$ cat config.mk
export PLATFORM = sky130hd
export DESIGN_NAME = spi_slave_fsm
export DESIGN_NICKNAME = d
export VERILOG_FILES = /design/src/rtl/spi_slave_fsm_pkg.sv /design/src/rtl/spi_tx_serializer.sv /design/src/rtl/spi_slave_fsm.sv
export SDC_FILE = /design/constraint.sdc
export NUM_CORES = 1
export LEC_CHECK = 0
export BUFFER_PORTS_ARGS = -buffer_cell sky130_fd_sc_hd__buf_2
export CORE_ASPECT_RATIO = 0.8
export CORE_MARGIN = 2
export CORE_UTILIZATION = 58
export CTS_BUF_LIST = sky130_fd_sc_hd__clkbuf_8
export DETAILED_ROUTE_END_ITERATION = 8
export PLACE_DENSITY = 0.81
export SYNTH_ARGS = -nofsm -noshare
export SYNTH_HDL_FRONTEND = slang
export SYNTH_SLANG_ARGS = --single-unit
export TNS_END_PERCENT = 5
$ cat constraint.sdc
create_clock -name clk -period 2.2 [get_ports clk]
set_input_delay 0 -clock clk [delete_from_list [all_inputs] [get_ports clk]]
set_output_delay 0 -clock clk [all_outputs]
set_load 0.005 [all_outputs]
$ cat src/rtl/spi_slave_fsm_pkg.sv
// Shared types for the SPI slave front end: RAM command encoding, FSM states and frame size.
package spi_slave_fsm_pkg;

  localparam int MEM_WIDTH  = 8;
  localparam int FRAME_BITS = MEM_WIDTH + 2;

  typedef enum logic [1:0] {
    WR_ADDR = 2'b00,
    WR_DATA = 2'b01,
    RD_ADDR = 2'b10,
    RD_DATA = 2'b11
  } control_e;

  typedef enum logic [2:0] {
    IDLE,
    CHK_CMD,
    WRITE,
    READ_ADD,
    READ_DATA
  } spi_state_e;

endpackage

$ cat src/rtl/spi_tx_serializer.sv
// Shifts one RAM read word out on MISO, MSB first, once per read-data frame.
module spi_tx_serializer #(
  parameter int MEM_WIDTH = 8
) (
  input  logic                 clk,
  input  logic                 rst_n,
  input  logic                 clear,
  input  logic                 arm,
  input  logic                 tx_valid,
  input  logic [MEM_WIDTH-1:0] tx_data,
  output logic                 miso
);

  localparam int CNT_WIDTH = $clog2(MEM_WIDTH + 2);

  logic [MEM_WIDTH-1:0] shift_reg;
  logic [CNT_WIDTH-1:0] bits_left;
  logic                 loaded;

  // Only the first tx_valid inside the armed window is taken; later ones are ignored until the frame ends.
  always_ff @(posedge clk or negedge rst_n) begin
    if (!rst_n) begin
      miso      <= 1'b0;
      shift_reg <= '0;
      bits_left <= '0;
      loaded    <= 1'b0;
    end else if (clear) begin
      miso      <= 1'b0;
      shift_reg <= '0;
      bits_left <= '0;
      loaded    <= 1'b0;
    end else if (arm && tx_valid && !loaded) begin
      miso      <= 1'b0;
      shift_reg <= tx_data;
      bits_left <= CNT_WIDTH'(MEM_WIDTH);
      loaded    <= 1'b1;
    end else if (bits_left != '0) begin
      miso      <= shift_reg[MEM_WIDTH-1];
      shift_reg <= {shift_reg[MEM_WIDTH-2:0], 1'b0};
      bits_left <= bits_left - 1'b1;
    end else begin
      miso      <= 1'b0;
    end
  end

endmodule

$ cat src/rtl/spi_slave_fsm.sv
// SPI slave front end: deserialises MOSI frames into RAM command words and returns read data on MISO.
module spi_slave_fsm #(
  parameter int MEM_WIDTH = spi_slave_fsm_pkg::MEM_WIDTH
) (
  input  logic                 clk,
  input  logic                 rst_n,
  input  logic                 SS_n,
  input  logic                 MOSI,
  output logic                 MISO,
  output logic [MEM_WIDTH+1:0] rx_data,
  output logic                 rx_valid,
  input  logic [MEM_WIDTH-1:0] tx_data,
  input  logic                 tx_valid
);

  import spi_slave_fsm_pkg::*;

  localparam int FRAME_W   = MEM_WIDTH + 2;
  localparam int CNT_WIDTH = $clog2(MEM_WIDTH + 2);

  spi_state_e           state;
  spi_state_e           next_state;
  logic [CNT_WIDTH-1:0] bit_cnt;
  logic                 rd_addr_seen;
  logic                 shift_en;
  logic                 last_bit;
  logic                 tx_arm;

  always_ff @(posedge clk or negedge rst_n) begin
    if (!rst_n) state <= IDLE;
    else        state <= next_state;
  end

  // The path-select bit is consumed here and never reaches rx_data.
  always_comb begin
    next_state = state;
    if (SS_n) begin
      next_state = IDLE;
    end else begin
      unique case (state)
        IDLE:      next_state = CHK_CMD;
        CHK_CMD:   next_state = MOSI ? (rd_addr_seen ? READ_DATA : READ_ADD) : WRITE;
        WRITE,
        READ_ADD,
        READ_DATA: next_state = state;
        default:   next_state = IDLE;
      endcase
    end
  end

  always_comb begin
    shift_en = !SS_n && (state == WRITE || state == READ_ADD || state == READ_DATA)
               && (bit_cnt < CNT_WIDTH'(FRAME_W));
    last_bit = shift_en && (bit_cnt == CNT_WIDTH'(FRAME_W - 1));
    tx_arm   = !SS_n && (state == READ_DATA) && (bit_cnt == CNT_WIDTH'(FRAME_W));
  end

  // bit_cnt saturates at FRAME_W, which both blocks extra MOSI bits and opens the read-response window.
  always_ff @(posedge clk or negedge rst_n) begin
    if (!rst_n) begin
      rx_data  <= '0;
      rx_valid <= 1'b0;
      bit_cnt  <= '0;
    end else begin
      rx_valid <= 1'b0;
      if (SS_n || state == IDLE || state == CHK_CMD) begin
        bit_cnt <= '0;
      end else if (shift_en) begin
        rx_data  <= {rx_data[FRAME_W-2:0], MOSI};
        bit_cnt  <= bit_cnt + 1'b1;
        rx_valid <= last_bit;
      end
    end
  end

  always_ff @(posedge clk or negedge rst_n) begin
    if (!rst_n)                                rd_addr_seen <= 1'b0;
    else if (last_bit && state == READ_ADD)    rd_addr_seen <= 1'b1;
    else if (last_bit && state == READ_DATA)   rd_addr_seen <= 1'b0;
  end

  spi_tx_serializer #(.MEM_WIDTH(MEM_WIDTH)) u_tx (
    .clk      (clk),
    .rst_n    (rst_n),
    .clear    (SS_n),
    .arm      (tx_arm),
    .tx_valid (tx_valid),
    .tx_data  (tx_data),
    .miso     (MISO)
  );

endmodule
# After elaboration in Yosys (flattened, before gate mapping)

Cells that the tools add are included.

Word-level logic and storage cells: 64
Bits of input ports: 13
Output and inout port bits: 12
Register bits after elaboration: 33

Bitwise logic cells: 1
Order comparisons: 1
Reduce and logical (&&, ||, !) cells: 23
Add/sub/neg operators: 2
Multiplexer cells: 21
Equal/unequal tests: 7

Operators by type and width:

| cell                                                                   | number |
|---|---|
| 8-bit two-way mux                                                      | 3 |
| 4-bit two-way mux                                                      | 5 |
| 1-bit logical AND                                                      | 9 |
| 1-bit two-way mux                                                      | 9 |
| 3-bit two-way mux                                                      | 3 |
| 3-bit case mux with 3 select lines                                     | 1 |
| 4-bit equality test (second input constant)                            | 2 |
| 3-bit by 2-bit equality test with 1-bit output (second input constant) | 2 |
| 2-bit nonzero test                                                     | 3 |
| 4-bit by 1-bit adder with 4-bit output (second input constant)         | 1 |
| 1-bit logical OR                                                       | 4 |
| 4-bit < comparator (second input constant)                             | 1 |
| 4-bit nonzero test                                                     | 1 |
| 4-bit by 1-bit subtractor with 4-bit output (second input constant)    | 1 |
| 3-bit by 1-bit equality test with 1-bit output (second input constant) | 1 |
| 3-bit equality test (second input constant)                            | 1 |
| 3-bit zero test                                                        | 1 |
| 3-bit nonzero test                                                     | 1 |
| 3-bit OR reduction                                                     | 1 |
| 1-bit zero test                                                        | 2 |
| 2-bit != test (second input constant)                                  | 1 |
| 2-bit AND reduction                                                    | 1 |
| 1-bit NOT                                                              | 1 |

# Longest topological paths before layout

Gate-level depths: netlist of the first run.

Word-level depth: 9
Gate-level depth with buffers: 6
Mapped depth without buffers: 5

# By module

From an unflattened synthesis of the first run, not the netlist that was laid out.

Cell total of the unflattened synthesis: 142
Area, all modules: 1635.3 um^2

Modules (own cells, without submodules):

| module            | times used | cells each | area an instance (um^2) |
|---|---|---|---|
| spi_slave_fsm     | 1          | 72         | 952.2 |
| spi_tx_serializer | 1          | 70         | 683.2 |

# Worst setup path before layout of the first run

No wires, ideal clock.

Kind: flip-flop to flip-flop
From: register state[1]
To: register rx_data[0]
Cell stages (with the launch flop): 6
Data required time: 2075 ps
Period minus slack after synthesis: 1859 ps
Data arrival time: 1735 ps
Path buffers: 2
Path slack: 341 ps
Cell sequence: dfrtp_1 > buf_2 > or3b_1 > a211oi_2 > buf_4 > mux2_2

Longest elaborated chain between the ends: 6
Elaborated cells between the ends (all ways): 13
Classes of those cells: 4 x eq/ne; 1 x bitwise; 8 x reduce/logical

Ends and longest elaborated chain:

| element                                        | RTL line            | text |
|---|---|---|
| start: declaration                             | spi_slave_fsm.sv:21 | `spi_state_e state;` |
| start signal: assignment                       | spi_slave_fsm.sv:31 | `else state <= next_state;` |
| 3-bit by 2-bit equality test with 1-bit output | spi_slave_fsm.sv:52 | `shift_en = !SS_n && (state == WRITE \|\| state == READ_ADD \|\| state == READ_DATA)` |
| 1-bit logical OR (2 in a row)                  | spi_slave_fsm.sv:52 |  |
| 1-bit logical AND                              | spi_slave_fsm.sv:52 |  |
| 1-bit logical AND                              | spi_slave_fsm.sv:53 | `&& (bit_cnt < CNT_WIDTH'(FRAME_W));` |
| 2-bit AND reduction (no source line) (*)       | -                   |  |
| end signal: assignment                         | spi_slave_fsm.sv:69 | `rx_data <= {rx_data[FRAME_W-2:0], MOSI};` |
| end: declaration                               | spi_slave_fsm.sv:10 | `output logic [MEM_WIDTH+1:0] rx_data,` |

Every way passes the cells marked *; elsewhere a longest branch is shown, timed or not.
A chain may end at the register's enable or synchronous reset.

# Final worst setup path of the first run

From: register state[0]
To: register u_tx.shift_reg[4]

Longest elaborated chain between the ends: 7
Elaborated cells between the ends (all ways): 8
Classes of those cells: 1 x eq/ne; 2 x mux; 5 x reduce/logical

Ends and longest elaborated chain:

| element                            | RTL line                | text |
|---|---|---|
| 3-bit equality test (*)            | spi_slave_fsm.sv:55     | `tx_arm = !SS_n && (state == READ_DATA) && (bit_cnt == CNT_WIDTH'(FRAME_W));` |
| 1-bit logical AND (*) (2 in a row) | spi_slave_fsm.sv:55     |  |
| 1-bit logical AND (*) (2 in a row) | spi_tx_serializer.sv:32 | `end else if (arm && tx_valid && !loaded) begin` |
| 8-bit two-way mux                  | spi_tx_serializer.sv:32 |  |
| 8-bit two-way mux                  | spi_tx_serializer.sv:27 | `end else if (clear) begin` |
| end signal: assignment             | spi_tx_serializer.sv:34 | `shift_reg <= tx_data;` |
| end signal: assignment             | spi_tx_serializer.sv:39 | `shift_reg <= {shift_reg[MEM_WIDTH-2:0], 1'b0};` |
| end: declaration                   | spi_tx_serializer.sv:16 | `logic [MEM_WIDTH-1:0] shift_reg;` |

Marked as above.

==> impl_metrics.ini, run 1 <==
[outcome]
status = finished, final reports clean

[sta]
drv_slew = 0
fmax_mhz = 496
finalHoldViolCount = 0
tightest_slew_ns = 0.710
period_share = 0.916
slew_headroom = 0.526
fin_skew_ns = 0.00307
rsz0062_at_grt = no
fin_hold_ws_ns = 0.0190
tns_ns = 0
min_period_ns = 2.01
setup-violations-final = 0

[setup_path]
critPathLaunchType = flop
r2r_setup_slack_ns = 0.19
critPathMaxFanout = 12
crit_arrival_ns = 2.21
end_kind = flop
crit_type = reg2reg
critPathRequiredTime_ns = 2.40

[global_routing]
grt_pass1_wl_um = 5000
grt_start_max_net_pins = 34
grt_pass1_vias = 1056
grt_util_all_layers = 0.208
gr-total-overflow = 0
antenna_found_initial = 0

[drt]
drt_iter0_markers = 26
wirelength_um = 2940
viasPerCell = 5.58
antenna_left = 0
num_vias = 1138
avgRoutedWirePerCell_um = 14.4
firstDrtPassIters = 4
drc = 0

[layout]
drive_above_1_share = 0.343
final_net_count = 183
area_growth_pct = 15.2
largest_reg_flops = 10
fill_cells = 211
n_antenna_cell = 0

[yosys]
synth_top_family_by_area = multiplexers
synthXorXnorAreaFrac = 0.0106
synth_compound_area_frac = 0.133
synth_cell_types = 37
synth_seq_area_share = 0.501
yosys_warnings = 0
muxShareOfSynthArea = 0.142
postSynthAreaPerCell_um2 = 11.9
synth-seq-cells = 33
synthCells = 139
synthAdderAreaFrac = 0.0380
synth_fp_nets = 157
synth-simple-area-share = 0.121
synth_area_um2 = 1650

[placed_design]
dp_hpwl_um = 2020
port_buffers = 24
gp_congestion = 0.775

[floorplanning]
die_area_um2 = 3290
start_util = 0.605
ios = 25
die_h_um = 51.7
core_region_area_um2 = 2720
row_count = 17
die_w_um = 63.6

[worst_hold_path]
min_path_type = in2reg

[clocking]
cts.sinks = 33
cts_tree = done
clk_pin_slew_worst_paths_ns = 0.06
clock_path_buffers = 2
numCtsBuffers = 5
cts-root-buf = clkbuf_8
post_cts_buffers = 0
clkLatencyLatePin_ns = 0.28
h-tree-depth = 2

[run]
cap_violations = 0

[power]
p_leak_nw = 0.858
max-vdd-ir-drop_v = 0.000571
powerDensity_nw_per_um2 = 948
[Yosys cell counts]
library cell / instances / area, um^2
nor4_1: 1 / 6.26
mux2_2: 10 / 113
o21ai_0: 1 / 5.00
dfrtp_1: 33 / 826
a2111oi_0: 2 / 17.5
clkbuf_1: 3 / 11.3
a2bb2oi_1: 1 / 8.76
inv_1: 9 / 33.8
o211ai_1: 1 / 7.51
nand2_1: 5 / 18.8
nand4_1: 1 / 6.26
nand2b_1: 1 / 6.26
nor2_1: 4 / 15.0
buf_6: 2 / 22.5
ha_1: 5 / 62.6
nor2b_1: 2 / 12.5
a211oi_2: 8 / 100
xnor2_1: 2 / 17.5
a41oi_1: 1 / 8.76
nand4b_1: 1 / 8.76
o21a_1: 1 / 7.51
or3b_1: 1 / 8.76
or4b_4: 1 / 13.8
a2111oi_1: 1 / 10.0
o21ba_2: 2 / 20.0
nor4b_1: 2 / 17.5
mux2_1: 1 / 11.3
mux2i_1: 11 / 110
a31oi_1: 1 / 6.26
a21oi_1: 4 / 20.0
a211oi_1: 1 / 7.51
nand3_1: 2 / 10.0
or3_1: 2 / 12.5
nor3_1: 11 / 55.1
buf_2: 3 / 15.0
nor3b_1: 1 / 7.51
buf_4: 1 / 7.51
[kinds of logic after synthesis]
kind of cell | after synthesis
xor+xnor | 2
buf+inv | 18
simple gates | 35
mux | 22
compound gates | 24
flops | 33
fa+ha+maj | 5
[cells in the final DEF, fill, tap and decap left out, drive strengths merged, types with 2 or more instances in the layout]
master,netlist,routed
a21oi,4,4
a211oi,9,9
inv,9,9
or3,2,2
nor4b,2,2
mux2i,11,11
o21ba,2,2
a2111oi,3,3
nor2,4,4
mux2,11,11
nand2,5,5
ha,5,5
nor2b,2,2
nor3,11,11
clkbuf,3,7
buf,6,27
xnor2,2,2
dfrtp,33,33
nand3,2,2
[worst paths after layout]
check,startpoint,to,cells past startpoint
max in group asynchronous,rst_n,bit_cnt[3]$_DFFE_PN0P_,2
worst min register to register,rx_data[6]$_DFFE_PN0P_,rx_data[7]$_DFFE_PN0P_,1
min in group asynchronous,rst_n,state[2]$_DFFE_PN0P_,2
worst max-delay path,state[0]$_DFFE_PN0P_,u_tx.shift_reg[4]$_DFFE_PN0P_,3
worst min-delay path,MOSI,rx_data[0]$_DFFE_PN0P_,2
worst max register to register,state[0]$_DFFE_PN0P_,u_tx.shift_reg[4]$_DFFE_PN0P_,3
[per-layer routing]
layer | global-route usage | wire length [um] | up-vias
met2 | 0.337 | 1420 | 19
met5 | 0 | 0 | -
li1 | - | - | 555
met4 | 0.0870 | 46 | 0
met3 | 0.0736 | 124 | 6
met1 | 0.256 | 1340 | 558
[critical path, cell delays in order (launching register included)]
cell and delay [ns]:
dfrtp_1 0.46, or4b_4 0.63, or3_1 0.58, a211oi_2 0.25
[per-stage QoR]
| stage | total power [mW] | utilization | cells | cell area, um^2 | setup WS [ns] |
|---|---|---|---|---|---|
| floorplan | 1.15 | - | 139 | 1650 | 0.341 |
| global placement | 1.29 | 0.656 | 195 | 1790 | 0.305 |
| detailed placement | 1.32 | 0.656 | 195 | 1790 | 0.215 |
| CTS | 1.82 | 0.697 | 204 | 1900 | 0.188 |
| global route | 1.91 | 0.697 | 204 | 1900 | 0.105 |
| finish | 1.80 | 0.697 | 204 | 1900 | 0.185 |
[power breakdown]
part           total, mW  switching, mW  internal (mW)
sequential         0.793         0.0793          0.714
clock              0.494          0.212          0.282
combinational      0.511          0.244          0.267
[what timing repair did]
action                                 4_1_cts  5_1_grt
setup endpoints to repair                    0        0
endpoints found under the hold margin       33        0
hold buffers                                 1        0
gates resized for setup                      0        0
[layout make-up]
type / instances / area, um^2 / share of cell area
Timing Repair Buffer: 28 / 153 / 0.0804
Clock inverter: 1 / 5.00 / 0.00264
Multi-Input combinational cell: 88 / 737 / 0.388
Tap cell: 38 / 47.5 / 0.0250
Sequential cell: 33 / 826 / 0.435
Clock buffer: 7 / 96.3 / 0.0508
Inverter: 9 / 33.8 / 0.0178
Power figures use the tool's default switching activity.
==> run 2: changes to the inputs <==
--- a/config.mk
+++ b/config.mk
@@ -5,12 +5,14 @@
 export SDC_FILE = /design/constraint.sdc
 export NUM_CORES = 1
 export LEC_CHECK = 0
+export ABC_AREA = 1
 export BUFFER_PORTS_ARGS = -buffer_cell sky130_fd_sc_hd__buf_2
 export CORE_ASPECT_RATIO = 0.8
 export CORE_MARGIN = 2
 export CORE_UTILIZATION = 58
 export CTS_BUF_LIST = sky130_fd_sc_hd__clkbuf_8
 export DETAILED_ROUTE_END_ITERATION = 8
+export GPL_TIMING_DRIVEN = 0
 export PLACE_DENSITY = 0.81
 export SYNTH_ARGS = -nofsm -noshare
 export SYNTH_HDL_FRONTEND = slang
==> impl_metrics.ini, run 2 <==
[outcome]
status = finished, final reports clean

[floorplanning]
core_region_area_um2 = 2700
die_w_um = 63.1
die_area_um2 = 3240
ios = 25
die_h_um = 51.3
row_count = 17
start_util = 0.600

[yosys]
synth_commonest_cells = nand2_1 (80), dfrtp_1 (33), nand3_1 (13), inv_1 (10), nor2_1 (9)
synth_most_common_cell = nand2_1
yosys_warnings = 0
synth_cell_types = 27
synth-seq-cells = 33
synth_top_cell_by_area = dfrtp_1
synth.area.top_cells = dfrtp_1 (51%), nand2_1 (19%), nand3_1 (4.0%)
synthCells = 194
yosys.area.top_type_share = 0.510
synthFlopType = dfrtp_1
synth_area_um2 = 1620
async_flop_share = 1.00
synth_edf_count = 0
synth_seq_area_share = 0.510
postSynthAreaPerCell_um2 = 8.35
synth_fp_nets = 212

[drt]
drc = 0
wirelength_um = 3240
viasPerCell = 5.14
drt_iter0_markers = 56
avgRoutedWirePerCell_um = 12.2
antenna_left = 0
num_vias = 1366
firstDrtPassIters = 4

[layout]
layout_common_cells = nand2_1 (80), dfrtp_1 (33), buf_2 (25), nand3_1 (13), inv_1 (10)
n_antenna_cell = 0
area_growth_pct = 18.1
largest_reg_flops = 10
layout_commonest_cell = nand2_1
final_net_count = 245
drive_above_1_share = 0.224
stdcell_area_um2 = 1910

[clocking]
h-tree-depth = 2
cts.sinks = 33
clkLatencyLatePin_ns = 0.28
cts_tree = done
numCtsBuffers = 5
cts-root-buf = clkbuf_8
clk_pin_slew_worst_paths_ns = 0.07
clock_path_buffers = 2

[power]
p_sw_uw = 548
seq_power_share = 0.457
p_clk_frac = 0.286
power.share.combinational = 0.257
max-vdd-ir-drop_v = 0.000604
p_leak_nw = 1.04
p_int_mw = 1.18
power.total_mw = 1.73
powerDensity_nw_per_um2 = 903
swShare = 0.317

[setup_path]
critPathRequiredTime_ns = 2.41
critPathMaxFanout = 9
crit_top_cell = nand2_1
crit_arrival_ns = 2.04
r2r_setup_slack_ns = 0.38
end_kind = flop
crit_type = reg2reg
r2r_start = bit_cnt[0]$_DFFE_PN0P_
crit_buf_inv = 2
timing.rr.end = u_tx.shift_reg[2]$_DFFE_PN0P_
cpLargestDelayFamily = simple AND/OR/NAND/NOR gates
critical_path.slowest_cell = dfrtp_1
path_cells = inv_1 -> ha_1 -> nand2_1 -> inv_1 -> nand2_2 -> nor2_8 -> nand2_2 -> nand2_1 -> nor2_2 -> nand2_1 -> nand2_1
critPathLaunchType = flop
reg2reg_depth = 11
slowest_delay_ns = 0.40

[placed_design]
dp_hpwl_um = 2320
place_area_um2 = 1780
port_buffers = 23
gp_congestion = 0.756
pre_cts_ws_ns = 0.434

[global_routing]
gr-total-overflow = 0
use_met3 = 0.0617
grt_use_met2 = 0.394
grt_pass1_wl_um = 5700
top_usage_layer = met2
antenna_found_initial = 0
grt_util_met1 = 0.282
grt_pass1_vias = 1362
grt_start_max_net_pins = 34
grt_util_all_layers = 0.231

[sta]
finalHoldViolCount = 0
fmax_mhz = 548
fin_skew_ns = 0.00757
postLayoutSetupSlackWorst_ns = 0.375
setup-violations-final = 0
tightest_slew_ns = 0.708
drv_slew = 0
rsz0062_at_grt = no
tns_ns = 0
min_period_ns = 1.82
period_share = 0.829
slew_headroom = 0.528

[worst_hold_path]
min_from = MOSI
worstHoldEndpoint = rx_data[0]$_DFFE_PN0P_
hold_depth = 3
min_path_type = in2reg

[run]
cap_violations = 0
## run 2: cell types whose count changed after synthesis, sizes merged, moves of 3 or more
cell and change:
mux2i -11, clkbuf -3, inv +8, nor3 -7
nand2 +77, a2111oi -3, nor2 +9, o21ai +6
mux2 -11, a211oi -9, nand3 +12
## run 2: timing repair
action                                  CTS  global route
endpoints found under the setup margin    0             0
setup buffers                             0             0
hold endpoints to repair                 38             0
hold buffers                              3             0
resized for setup                         0             0
## run 2: cell type report
cell class | instances | area (um^2)
Inverter | 17 | 66.3
Clock buffer | 7 | 96.3
Tap cell | 38 | 47.5
Timing Repair Buffer | 26 | 145
Fill cell | 217 | 787
Multi-Input combinational cell | 140 | 696
Clock inverter | 1 | 5.00
Buffer | 4 | 32.5
Sequential cell | 33 | 826
## run 2: power by group through the flow
stage	logic [mW]	registers (mW)	clock network, mW
3_5_place_dp	0.441	0.800	0
5_1_grt	0.512	0.807	0.537
6_report	0.444	0.791	0.494
4_1_cts	0.449	0.792	0.508
3_3_place_gp	0.416	0.792	0
2_1_floorplan	0.273	0.797	0
## run 2: worst max path at each step
stage / to / startpoint / cells past startpoint / slack [ns]
floorplan: u_tx.shift_reg[1]$_DFFE_PN0P_ / bit_cnt[0]$_DFFE_PN0P_ / 11 / 0.70
global placement: u_tx.shift_reg[3]$_DFFE_PN0P_ / bit_cnt[0]$_DFFE_PN0P_ / 11 / 0.54
detailed placement: u_tx.shift_reg[2]$_DFFE_PN0P_ / bit_cnt[0]$_DFFE_PN0P_ / 11 / 0.43
CTS: u_tx.shift_reg[2]$_DFFE_PN0P_ / bit_cnt[0]$_DFFE_PN0P_ / 11 / 0.40
global route: u_tx.shift_reg[2]$_DFFE_PN0P_ / bit_cnt[0]$_DFFE_PN0P_ / 11 / 0.19
finish: u_tx.shift_reg[2]$_DFFE_PN0P_ / bit_cnt[0]$_DFFE_PN0P_ / 11 / 0.38
## run 2: stage by stage
step / hold WS, ns / utilization / instances
after floorplan: -0.296 / - / 194
after global placement: 0.0898 / 0.660 / 255
after detailed placement: 0.0930 / 0.660 / 255
after CTS: 0.0294 / 0.709 / 266
after global routing: 0.0614 / 0.709 / 266
final: 0.0371 / 0.709 / 266
## run 2: cell families (layout without fill, tap and decap cells)
kind of cell / Yosys count / count (layout) / synth area share
AND/OR/NAND/NOR: 117 / 117 / 0.320
flip-flops: 33 / 33 / 0.510
buffers and inverters: 21 / 55 / 0.0610
AO/OA/AOI/OAI: 16 / 16 / 0.0595
adder cells (fa/ha/maj): 5 / 5 / 0.0386
XOR/XNOR: 2 / 2 / 0.0108
## run 2: tightest hold or removal path, stage by stage
cell	delay, ns
buf_2	0.13
inv_1	0.07
o21ai_0	0.08
## run 2: layer usage
metal,wire (um),part of all wire,up-vias
li1,-,-,676
met1,1510,0.47,650
met2,1570,0.48,36
met3,123,0.038,4
met4,32,0.0099,0
met5,0,0,-
